===== src/rtl/i2c_dpi_pkg.sv =====
`default_nettype none
// ============================================================================
// Module      : i2c_dpi_pkg
// Description : Shared types and constants for the i2c_dpi target model.
//               The state enum and the ACK/NAK bit levels are used by the top.
// Revision    : 1.0 - initial release
// ============================================================================
package i2c_dpi_pkg;

    // Target protocol states
    typedef enum logic [2:0] {
        IDLE     = 3'd0,
        ADDR     = 3'd1,
        ADDR_ACK = 3'd2,
        WR_DATA  = 3'd3,
        WR_ACK   = 3'd4,
        RD_DATA  = 3'd5,
        RD_ACK   = 3'd6,
        WAIT     = 3'd7
    } i2c_tgt_state_e;

    // Open-drain level for the acknowledge slot
    localparam logic       AckBit      = 1'b0;
    localparam logic       NakBit      = 1'b1;
    localparam logic [3:0] BitsPerByte = 4'd8;

endpackage
`default_nettype wire


===== src/rtl/i2c_dpi_cond_det.sv =====
`default_nettype none
// ============================================================================
// Module      : i2c_dpi_cond_det
// Description : Two-flop synchronisers for SCL/SDA plus single-cycle pulses
//               for SCL rise/fall and START/STOP bus conditions.
// Revision    : 1.0 - initial release
// ============================================================================
module i2c_dpi_cond_det (
    input  logic clk_i,
    input  logic rst_ni,
    input  logic scl_i,
    input  logic sda_i,
    output logic sda_sync_o,
    output logic scl_rise_o,
    output logic scl_fall_o,
    output logic start_o,
    output logic stop_o
);

    logic [1:0] scl_sync_q, scl_sync_d;
    logic [1:0] sda_sync_q, sda_sync_d;
    logic       scl_prev_q, scl_prev_d;
    logic       sda_prev_q, sda_prev_d;
    logic       scl_s;
    logic       sda_s;

    // Shift the raw bus into the synchronisers and keep the previous synced value
    always_comb begin
        scl_sync_d = {scl_sync_q[0], scl_i};
        sda_sync_d = {sda_sync_q[0], sda_i};
        scl_prev_d = scl_sync_q[1];
        sda_prev_d = sda_sync_q[1];
    end

    // Synchroniser and history flops; idle bus level is high
    always_ff @(posedge clk_i or negedge rst_ni) begin
        if (!rst_ni) begin
            scl_sync_q <= 2'b11;
            sda_sync_q <= 2'b11;
            scl_prev_q <= 1'b1;
            sda_prev_q <= 1'b1;
        end else begin
            scl_sync_q <= scl_sync_d;
            sda_sync_q <= sda_sync_d;
            scl_prev_q <= scl_prev_d;
            sda_prev_q <= sda_prev_d;
        end
    end

    assign scl_s = scl_sync_q[1];
    assign sda_s = sda_sync_q[1];

    assign sda_sync_o = sda_s;
    assign scl_rise_o = scl_s & ~scl_prev_q;
    assign scl_fall_o = ~scl_s & scl_prev_q;
    // SDA may only move while SCL stays high for a START/STOP
    assign start_o    = scl_s & scl_prev_q & sda_prev_q & ~sda_s;
    assign stop_o     = scl_s & scl_prev_q & ~sda_prev_q & sda_s;

endmodule
`default_nettype wire


===== src/rtl/i2c_dpi.sv =====
`default_nettype none
// ============================================================================
// Module      : i2c_dpi
// Description : I2C target with an EEPROM-style register pointer and an
//               out-of-band presence/busy side channel. Optional clock
//               stretching after each ACK slot is enabled by defining
//               I2C_DPI_CLK_STRETCH_EN.
// Revision    : 1.0 - initial release
// ============================================================================
module i2c_dpi
    import i2c_dpi_pkg::*;
#(
    parameter string      ID         = "i2c0",
    parameter logic [6:0] TargetAddr = 7'h50,
    parameter int         NumRegs    = 16,
    parameter int         StretchCyc = 8
) (
    input  logic clk_i,
    input  logic rst_ni,
    input  logic scl_i,
    input  logic sda_i,
    output logic scl_o,
    output logic sda_o,
    input  logic oob_in,
    output logic oob_out
);

    localparam int PtrW = (NumRegs > 1) ? $clog2(NumRegs) : 1;

    logic sda_s, scl_rise, scl_fall, start, stop;

    i2c_dpi_cond_det u_cond_det (
        .clk_i      (clk_i),
        .rst_ni     (rst_ni),
        .scl_i      (scl_i),
        .sda_i      (sda_i),
        .sda_sync_o (sda_s),
        .scl_rise_o (scl_rise),
        .scl_fall_o (scl_fall),
        .start_o    (start),
        .stop_o     (stop)
    );

    i2c_tgt_state_e  state_q, state_d;
    logic [3:0]      bit_cnt_q, bit_cnt_d;
    logic [7:0]      rx_q, rx_d;
    logic [PtrW-1:0] ptr_q, ptr_d;
    logic [7:0]      regs_q [NumRegs];
    logic [7:0]      regs_d [NumRegs];
    logic            sda_q, sda_d;
    logic            oob_q, oob_d;
    logic            first_q, first_d;
    logic            rw_q, rw_d;
    logic            host_nak_q, host_nak_d;
    logic [7:0]      rd_byte;
    logic [2:0]      rd_bit_idx;

    // The pointer only moves in the ACK slot, so the byte being read is stable
    assign rd_byte    = regs_q[ptr_q];
    assign rd_bit_idx = 3'(4'd7 - bit_cnt_q);

    // Protocol FSM: bus conditions first, then per-state bit/byte handling
    always_comb begin
        state_d    = state_q;
        bit_cnt_d  = bit_cnt_q;
        rx_d       = rx_q;
        ptr_d      = ptr_q;
        regs_d     = regs_q;
        sda_d      = sda_q;
        oob_d      = oob_q;
        first_d    = first_q;
        rw_d       = rw_q;
        host_nak_d = host_nak_q;

        if (stop) begin
            state_d   = IDLE;
            bit_cnt_d = '0;
            sda_d     = 1'b1;
            oob_d     = 1'b0;
        end else if (start) begin
            state_d   = ADDR;
            bit_cnt_d = '0;
            sda_d     = 1'b1;
        end else begin
            unique case (state_q)
                ADDR: begin
                    if (scl_rise) begin
                        rx_d      = {rx_q[6:0], sda_s};
                        bit_cnt_d = bit_cnt_q + 4'd1;
                    end else if (scl_fall && bit_cnt_q == BitsPerByte) begin
                        bit_cnt_d = '0;
                        if (rx_q[7:1] == TargetAddr && !oob_in) begin
                            sda_d   = AckBit;
                            oob_d   = 1'b1;
                            rw_d    = rx_q[0];
                            state_d = ADDR_ACK;
                        end else begin
                            sda_d   = NakBit;
                            oob_d   = 1'b0;
                            state_d = WAIT;
                        end
                    end
                end
                ADDR_ACK: begin
                    if (scl_fall) begin
                        bit_cnt_d = '0;
                        if (rw_q) begin
                            sda_d   = rd_byte[7];
                            state_d = RD_DATA;
                        end else begin
                            sda_d   = 1'b1;
                            first_d = 1'b1;
                            state_d = WR_DATA;
                        end
                    end
                end
                WR_DATA: begin
                    if (scl_rise) begin
                        rx_d      = {rx_q[6:0], sda_s};
                        bit_cnt_d = bit_cnt_q + 4'd1;
                    end else if (scl_fall && bit_cnt_q == BitsPerByte) begin
                        bit_cnt_d = '0;
                        sda_d     = AckBit;
                        state_d   = WR_ACK;
                        if (first_q) begin
                            ptr_d   = rx_q[PtrW-1:0];
                            first_d = 1'b0;
                        end else begin
                            regs_d[ptr_q] = rx_q;
                            ptr_d         = ptr_q + 1'b1;
                        end
                    end
                end
                WR_ACK: begin
                    if (scl_fall) begin
                        sda_d   = 1'b1;
                        state_d = WR_DATA;
                    end
                end
                RD_DATA: begin
                    if (scl_rise) begin
                        bit_cnt_d = bit_cnt_q + 4'd1;
                    end else if (scl_fall && bit_cnt_q == BitsPerByte) begin
                        bit_cnt_d = '0;
                        sda_d     = 1'b1;
                        state_d   = RD_ACK;
                    end else if (scl_fall && bit_cnt_q != 4'd0) begin
                        sda_d = rd_byte[rd_bit_idx];
                    end
                end
                RD_ACK: begin
                    if (scl_rise) begin
                        host_nak_d = sda_s;
                        ptr_d      = ptr_q + 1'b1;
                        bit_cnt_d  = 4'd1;
                    end else if (scl_fall && bit_cnt_q == 4'd1) begin
                        bit_cnt_d = '0;
                        if (host_nak_q == NakBit) begin
                            sda_d   = 1'b1;
                            state_d = WAIT;
                        end else begin
                            sda_d   = rd_byte[7];
                            state_d = RD_DATA;
                        end
                    end
                end
                default: begin
                end
            endcase
        end
    end

    // State, datapath and register bank; reset releases the bus immediately
    always_ff @(posedge clk_i or negedge rst_ni) begin
        if (!rst_ni) begin
            state_q    <= IDLE;
            bit_cnt_q  <= '0;
            rx_q       <= '0;
            ptr_q      <= '0;
            sda_q      <= 1'b1;
            oob_q      <= 1'b0;
            first_q    <= 1'b0;
            rw_q       <= 1'b0;
            host_nak_q <= 1'b0;
            for (int i = 0; i < NumRegs; i++) begin
                regs_q[i] <= 8'h00;
            end
        end else begin
            state_q    <= state_d;
            bit_cnt_q  <= bit_cnt_d;
            rx_q       <= rx_d;
            ptr_q      <= ptr_d;
            sda_q      <= sda_d;
            oob_q      <= oob_d;
            first_q    <= first_d;
            rw_q       <= rw_d;
            host_nak_q <= host_nak_d;
            regs_q     <= regs_d;
        end
    end

    assign sda_o   = sda_q;
    assign oob_out = oob_q;

`ifdef I2C_DPI_CLK_STRETCH_EN
    localparam int StretchW = $clog2(StretchCyc + 1);

    logic [StretchW-1:0] stretch_cnt_q, stretch_cnt_d;
    logic                stretch_go;

    // Falling edge that closes an ACK/NAK slot starts a stretch
    assign stretch_go = scl_fall & ~start & ~stop &
                        ((state_q == ADDR_ACK) || (state_q == WR_ACK) ||
                         (state_q == RD_ACK && bit_cnt_q == 4'd1));

    // Load the hold time on a slot close, then count it down to release
    always_comb begin
        stretch_cnt_d = stretch_cnt_q;
        if (stretch_go) begin
            stretch_cnt_d = StretchW'(StretchCyc);
        end else if (stretch_cnt_q != '0) begin
            stretch_cnt_d = stretch_cnt_q - 1'b1;
        end
    end

    // Stretch counter register
    always_ff @(posedge clk_i or negedge rst_ni) begin
        if (!rst_ni) begin
            stretch_cnt_q <= '0;
        end else begin
            stretch_cnt_q <= stretch_cnt_d;
        end
    end

    assign scl_o = (stretch_cnt_q == '0);
`else
    assign scl_o = 1'b1;
`endif

`ifndef SYNTHESIS
    int sim_bytes_q;

    // Report each finished transaction that was addressed to this target
    always_ff @(posedge clk_i or negedge rst_ni) begin
        if (!rst_ni) begin
            sim_bytes_q <= 0;
        end else if ((start || stop) && oob_q) begin
            $display("%s: addr=0x%02h %s bytes=%0d", ID, TargetAddr,
                     rw_q ? "R" : "W", sim_bytes_q);
            sim_bytes_q <= 0;
        end else if (scl_fall && bit_cnt_q == BitsPerByte &&
                     (state_q == WR_DATA || state_q == RD_DATA)) begin
            sim_bytes_q <= sim_bytes_q + 1;
        end
    end
`endif

endmodule
`default_nettype wire


===== config.mk =====
export PLATFORM = sky130hd
export DESIGN_NAME = i2c_dpi
export DESIGN_NICKNAME = d
export VERILOG_FILES = /design/src/rtl/i2c_dpi_pkg.sv /design/src/rtl/i2c_dpi_cond_det.sv /design/src/rtl/i2c_dpi.sv
export SDC_FILE = /design/constraint.sdc
export NUM_CORES = 1
export LEC_CHECK = 0
export ABC_CLOCK_PERIOD_IN_PS = 5000
export BUFFER_PORTS_ARGS = -buffer_cell sky130_fd_sc_hd__buf_2
export CELL_PAD_IN_SITES_DETAIL_PLACEMENT = 0
export CELL_PAD_IN_SITES_GLOBAL_PLACEMENT = 1
export CORE_ASPECT_RATIO = 1.4
export CORE_MARGIN = 2
export CORE_UTILIZATION = 50
export DETAILED_ROUTE_END_ITERATION = 16
export PLACE_DENSITY = 0.82
export SETUP_SLACK_MARGIN = 0.05
export SLEW_MARGIN = 20
export SYNTH_ARGS = -nofsm -noshare
export SYNTH_HDL_FRONTEND = slang
export SYNTH_SLANG_ARGS = --single-unit
export TNS_END_PERCENT = 20

===== constraint.sdc =====
create_clock -name clk_i -period 5 [get_ports clk_i]
set_clock_uncertainty 0.2 [all_clocks]
set_input_delay 1 -clock clk_i [delete_from_list [all_inputs] [get_ports clk_i]]
set_output_delay 1 -clock clk_i [all_outputs]
set_load 0.02 [all_outputs]

-- Yosys cells after proc, flatten, opt, wreduce, memory -nomap -nowiden
Index checks and enable logic that the tools add are counted.
- bits in registers: 158
- latch bits: 0
- memory bits (writable): 0
- ROM bits: 0
- input bits: 5
- output and inout port bits: 3
- logic and storage cells: 168
- memories: 0
- add/sub/neg operators: 3
- $mul: 0
- div/mod/pow operators: 0
- $lt $le $gt $ge: 3
- equality and inequality tests: 29
- shift-type cells: 0
- mux-type cells: 63
- bitwise gates (word level): 16
- reductions and logical operators: 25
- operators by type and width (operator ; number):
    128-bit bitwise mux ; 1
    4-bit two-way mux ; 11
    3-bit two-way mux ; 14
    4-bit inequality test (second input constant) ; 10
    8-bit binary-select mux with 4-bit select ; 1
    8-bit demux with 4-bit select ; 1
    1-bit two-way mux ; 25
    8-bit two-way mux ; 3
    11-bit AND reduction ; 2
    3-bit one-hot mux with 6 select lines ; 1
    6-bit AND reduction ; 3
    4-bit AND reduction ; 4
    4-bit one-hot mux with 3 select lines ; 1
    2-bit inequality test (second input constant) ; 5
    5-bit inequality test (second input constant) ; 2
    3-bit == test (second input constant) ; 3
    4-bit by 1-bit adder with 4-bit output (second input constant) ; 2
    1-bit NOT ; 8
    4-bit one-hot mux with 2 select lines ; 1
    2-bit nonzero test ; 4
    8-bit nonzero test ; 1
    1-bit AND ; 7
    7-bit == test (second input constant) ; 1
    7-bit AND reduction ; 1
    21 further kinds ; 27

-- Longest topological paths before layout
- word-level depth: 12
- depth in mapped cells: 11
- depth with buffers taken out: 9

-- Cells and area by module
From an unflattened synthesis, not the netlist that was laid out.
- cell total of the unflattened synthesis: 567
- area, all modules: 7738.7 µm²
- by module, submodules not included (module ; times used ; cells each ; area each (µm²) ; sequential area each (µm²)):
    i2c_dpi ; 1 ; 557 ; 7548.5 ; 3804.9
    i2c_dpi_cond_det ; 1 ; 10 ; 190.2 ; 157.7

-- Worst setup path before layout
Ideal clock, no wire load.
- path type: register to register
- start: reg bit_cnt_q[0]
- end: reg regs_q[88] (netlist bit)
- library setup time: 0.128 ns
- arrival: 2.231 ns
- data required time: 4.672 ns
- slack: 2.441 ns
- stages on the path, launching flop included: 12
- buffers on the path: 2
- period minus slack after synthesis: 2.559 ns
- cells stage by stage: dfrtp_1 buf_2 inv_1 ha_1 nand2_1 nor3_4 nand3_2 nor4_2 and2_1 buf_4 nand2_2 mux2_1
- cells in the longest elaborated chain, start to end: 3
- RTL lines (element ; line ; text):
    start, declared ; i2c_dpi.sv:45 ; logic [3:0] bit_cnt_q, bit_cnt_d;
    start signal, assigned ; i2c_dpi.sv:190 ; bit_cnt_q <= bit_cnt_d;
    4-bit == test ; i2c_dpi.sv:121 ; end else if (scl_fall && bit_cnt_q == BitsPerByte) begin
    1-bit logical AND ; i2c_dpi.sv:121 ;
    6-bit AND reduction (no line) ; - ;
    end signal, assigned ; i2c_dpi.sv:198 ; regs_q <= regs_d;
    end, declared ; i2c_dpi.sv:48 ; logic [7:0] regs_q [NumRegs];
No other way between the ends.
A chain may end at the register's enable or synchronous reset.

-- Worst setup path in the final report
- start: reg bit_cnt_q[0]
- end: reg regs_q[64] (netlist bit)
The elaborated chain is that of the path after synthesis.

==> flow_summary.yaml <==
logic_synthesis:
  synth_edf_count: 0
  ys.flop_type: "dfrtp_1"
  async_flop_share_pct: 100.0
  synth_nets: 571
  yosysWarnings: 0
  synth_area_leader_cell: "dfrtp_1"
  synth_seq_cells: 158
  yosysUniqueCellTypes: 60
  synthTopCellsByArea: "dfrtp_1 (49%), mux2_2 (19%), mux4_2 (7.6%)"
  synth_top_area_share_pct: 48.85
  syn-instance-count: 559
  syn_area_per_cell_um2: 13.84
  netlist_area_um2: 7735
  synth_seq_area_share_pct: 51.23
cells_and_area:
  drive_gt1_share_pct: 40.93
  nets: 563
  fill_cells: 1159
  regArea_um2: 3964
  fin_util_pct: 56.18
  multi_input_area_um2: 3527
  syn2layout_area_growth_pct: 9.334
  diodes: 0
pwr:
  vdd_drop_max_uv: 317.6
  p_leak_nw: 4.049
  p_per_area_nw_per_um2: 438.2
clocking:
  cts.htree.levels: 4
  clk_path_buf_depth: 2
  root_buffer: "clkbuf_16"
  cts_tree: "yes"
  post_cts_buffers: 0
  hold_buffers: 0
  clk_latency_ns: 0.42
  cts_resized: 0
  cts_sinks: 158
  cts_buffers: 17
  path_clk_slew_ns: 0.06
detailed_routing:
  drt-initial-drc-count: 309
  viasPerCell: 6.122
  drt-wirelength-per-cell_um: 22.13
  drc_errors: 0
  via_count: 4616
  wl_um: 16690
  ant_nets: 0
  drtPass1Iterations: 5
critical_path:
  cp.arrival_ns: 3.26
  cp.buffers_inverters: 1
  worstPathCellList: "inv_1 -> ha_1 -> nand2_1 -> nor3_4 -> nand3_2 -> nor4_2 -> and2_1 -> nand2_4 -> mux2_1"
  cp-end-kind: "register"
  path_delay_family: "simple AND/OR/NAND/NOR gates"
  setup.worst_path.class: "reg -> reg"
  slowest_stage: "dfrtp_1"
  crit_path_start_kind: "register"
  critical_path_required_ns: 5.10
  critPathMaxStageDelay_ns: 0.52
  cp_max_fo: 11
grt:
  grt_pass1_vias: 4917
  met2_usage_pct: 37.45
  grt_use_total_pct: 22.35
  grt_pass1_wl_um: 27120
  gr-total-overflow: 0
  grt_busiest_layer: "met2"
  grt_use_met1_pct: 28.53
  grt_max_degree: 112
  antenna_found_initial: 0
  use_met3_pct: 3.442
floorplan:
  initial_core_util_pct: 51.38
  core_um2: 15050
  rows: 53
  pin_count: 8
  die_x_um: 109.1
  die_h_um: 151.2
  die_area_um2: 16500
place:
  io_buffers: 6
  place_congestion: 0.8083
  dpl.hpwl_um: 10910
sta:
  finalHoldViolations: 0
  finalSetupViolCount: 0
  max_freq_mhz: 316.6
  finalCritPeriodShare_pct: 63.17
  slew_headroom_pct: 35.27
  report.final.slew_viol_count: 0
  tns_ns: 0
  whs_ns: 0.1550
  tightest_slew_ns: 0.9656
  rsz0062_at_grt: "false"
  post-route-min-period_ns: 3.159
status:
  status: "finished, final reports clean"
min_path:
  worstHoldPathType: "reg -> reg"
flow_run:
  maxCapViolCount: 0
==> synth_stat cells (6+ instances only) <==
cell,instances
a21oi_1,14
and2_1,6
buf_4,7
clkbuf_1,21
dfrtp_1,151
dfstp_2,7
ha_1,7
inv_1,8
mux2_1,15
mux2_2,128
mux2i_1,15
mux4_2,26
nand2_1,13
nand2_2,12
nand3_1,9
nor2_1,15
nor3_1,8
o21ai_0,16
==> metal layers <==
layer | wire length [um] | up-vias
li1 | - | 2050
met1 | 6995 | 2432
met5 | 0 | -
met2 | 8675 | 98
met3 | 511 | 36
met4 | 504 | 0
==> state kept, by name (all words and copies together), names as in the netlist, 2 cells and up <==
| register | flops |
|---|---|
| state_q | 3 |
| ptr_q | 4 |
| u_cond_det.sda_sync_q | 2 |
| bit_cnt_q | 4 |
| u_cond_det.scl_sync_q | 2 |
| rx_q | 8 |
| regs_q | 128 |
==> worst register-to-register path: stages, from the launching register on <==
cell,delay (ns)
dfrtp_1,0.52
inv_1,0.22
ha_1,0.21
nand2_1,0.10
nor3_4,0.20
nand3_2,0.16
nor4_2,0.41
and2_1,0.45
nand2_4,0.20
mux2_1,0.38
==> cell usage in the layout, fill, tap and decap left out, types with 8 or more instances in the layout <==
cell,synthesis,layout
dfrtp_1,151,150
mux2_2,128,128
mux4_2,26,26
clkbuf_16,0,17
o21ai_0,16,16
mux2_1,15,15
mux2i_1,15,15
nor2_1,15,15
a21oi_1,14,14
nand2_1,13,13
nand2_2,12,12
nand3_1,9,9
inv_1,8,8
==> metrics by stage <==
step                      setup slack, ns  power (W)  instance area, um2  instances
final                               1.841   0.003706                8457        754
after global routing                1.613   0.003878                8457        754
after CTS                           1.829   0.003729                8454        754
after detailed placement            1.847   0.002415                7858        724
after global placement              1.912   0.002398                7858        724
after floorplan                     2.441   0.002195                7735        559
==> cells by family after synthesis <==
logic type               Yosys count  share of synthesized area (%)
AO/OA/AOI/OAI                     61                          5.015
XOR/XNOR                           1                         0.1133
adder cells (fa/ha/maj)            7                          1.132
buffers and inverters             50                          3.235
flip-flops                       158                          51.23
multiplexers                     190                          32.22
other                              1                        0.04848
AND/OR/NAND/NOR                   91                          7.004
==> report_power, final <==
part	switching [W]	internal, W
registers	0.000278	0.00135
clock network	0.000513	0.000806
logic	0.000423	0.000333
==> area by class of cell <==
type	count	share of cell area, %
clock buffers	20	5.400
flip-flops and latches	158	46.87
well taps	192	2.841
multi-input cells	351	41.71
inverters	10	0.4439
repair buffers	13	1.080
clock inverters	10	1.657
==> path summary, 6_finish.rpt <==
check / startpoint / endpoint / slack [ns] / depth (start not counted)
max: bit_cnt_q[0]$_DFFE_PN0P_ / regs_q[64]$_DFFE_PN0P_ / 1.84 / 9
min: u_cond_det.sda_sync_q[0]$_DFF_PN1_ / u_cond_det.sda_sync_q[1]$_DFF_PN1_ / 0.16 / 0
max reg2reg: bit_cnt_q[0]$_DFFE_PN0P_ / regs_q[64]$_DFFE_PN0P_ / 1.84 / 9
min reg2reg: u_cond_det.sda_sync_q[0]$_DFF_PN1_ / u_cond_det.sda_sync_q[1]$_DFF_PN1_ / 0.16 / 0
max in group asynchronous: rst_ni / regs_q[85]$_DFFE_PN0P_ / 3.21 / 2
min in group asynchronous: rst_ni / host_nak_q$_DFFE_PN0P_ / 0.45 / 1
(Power assumes the default switching activity.)
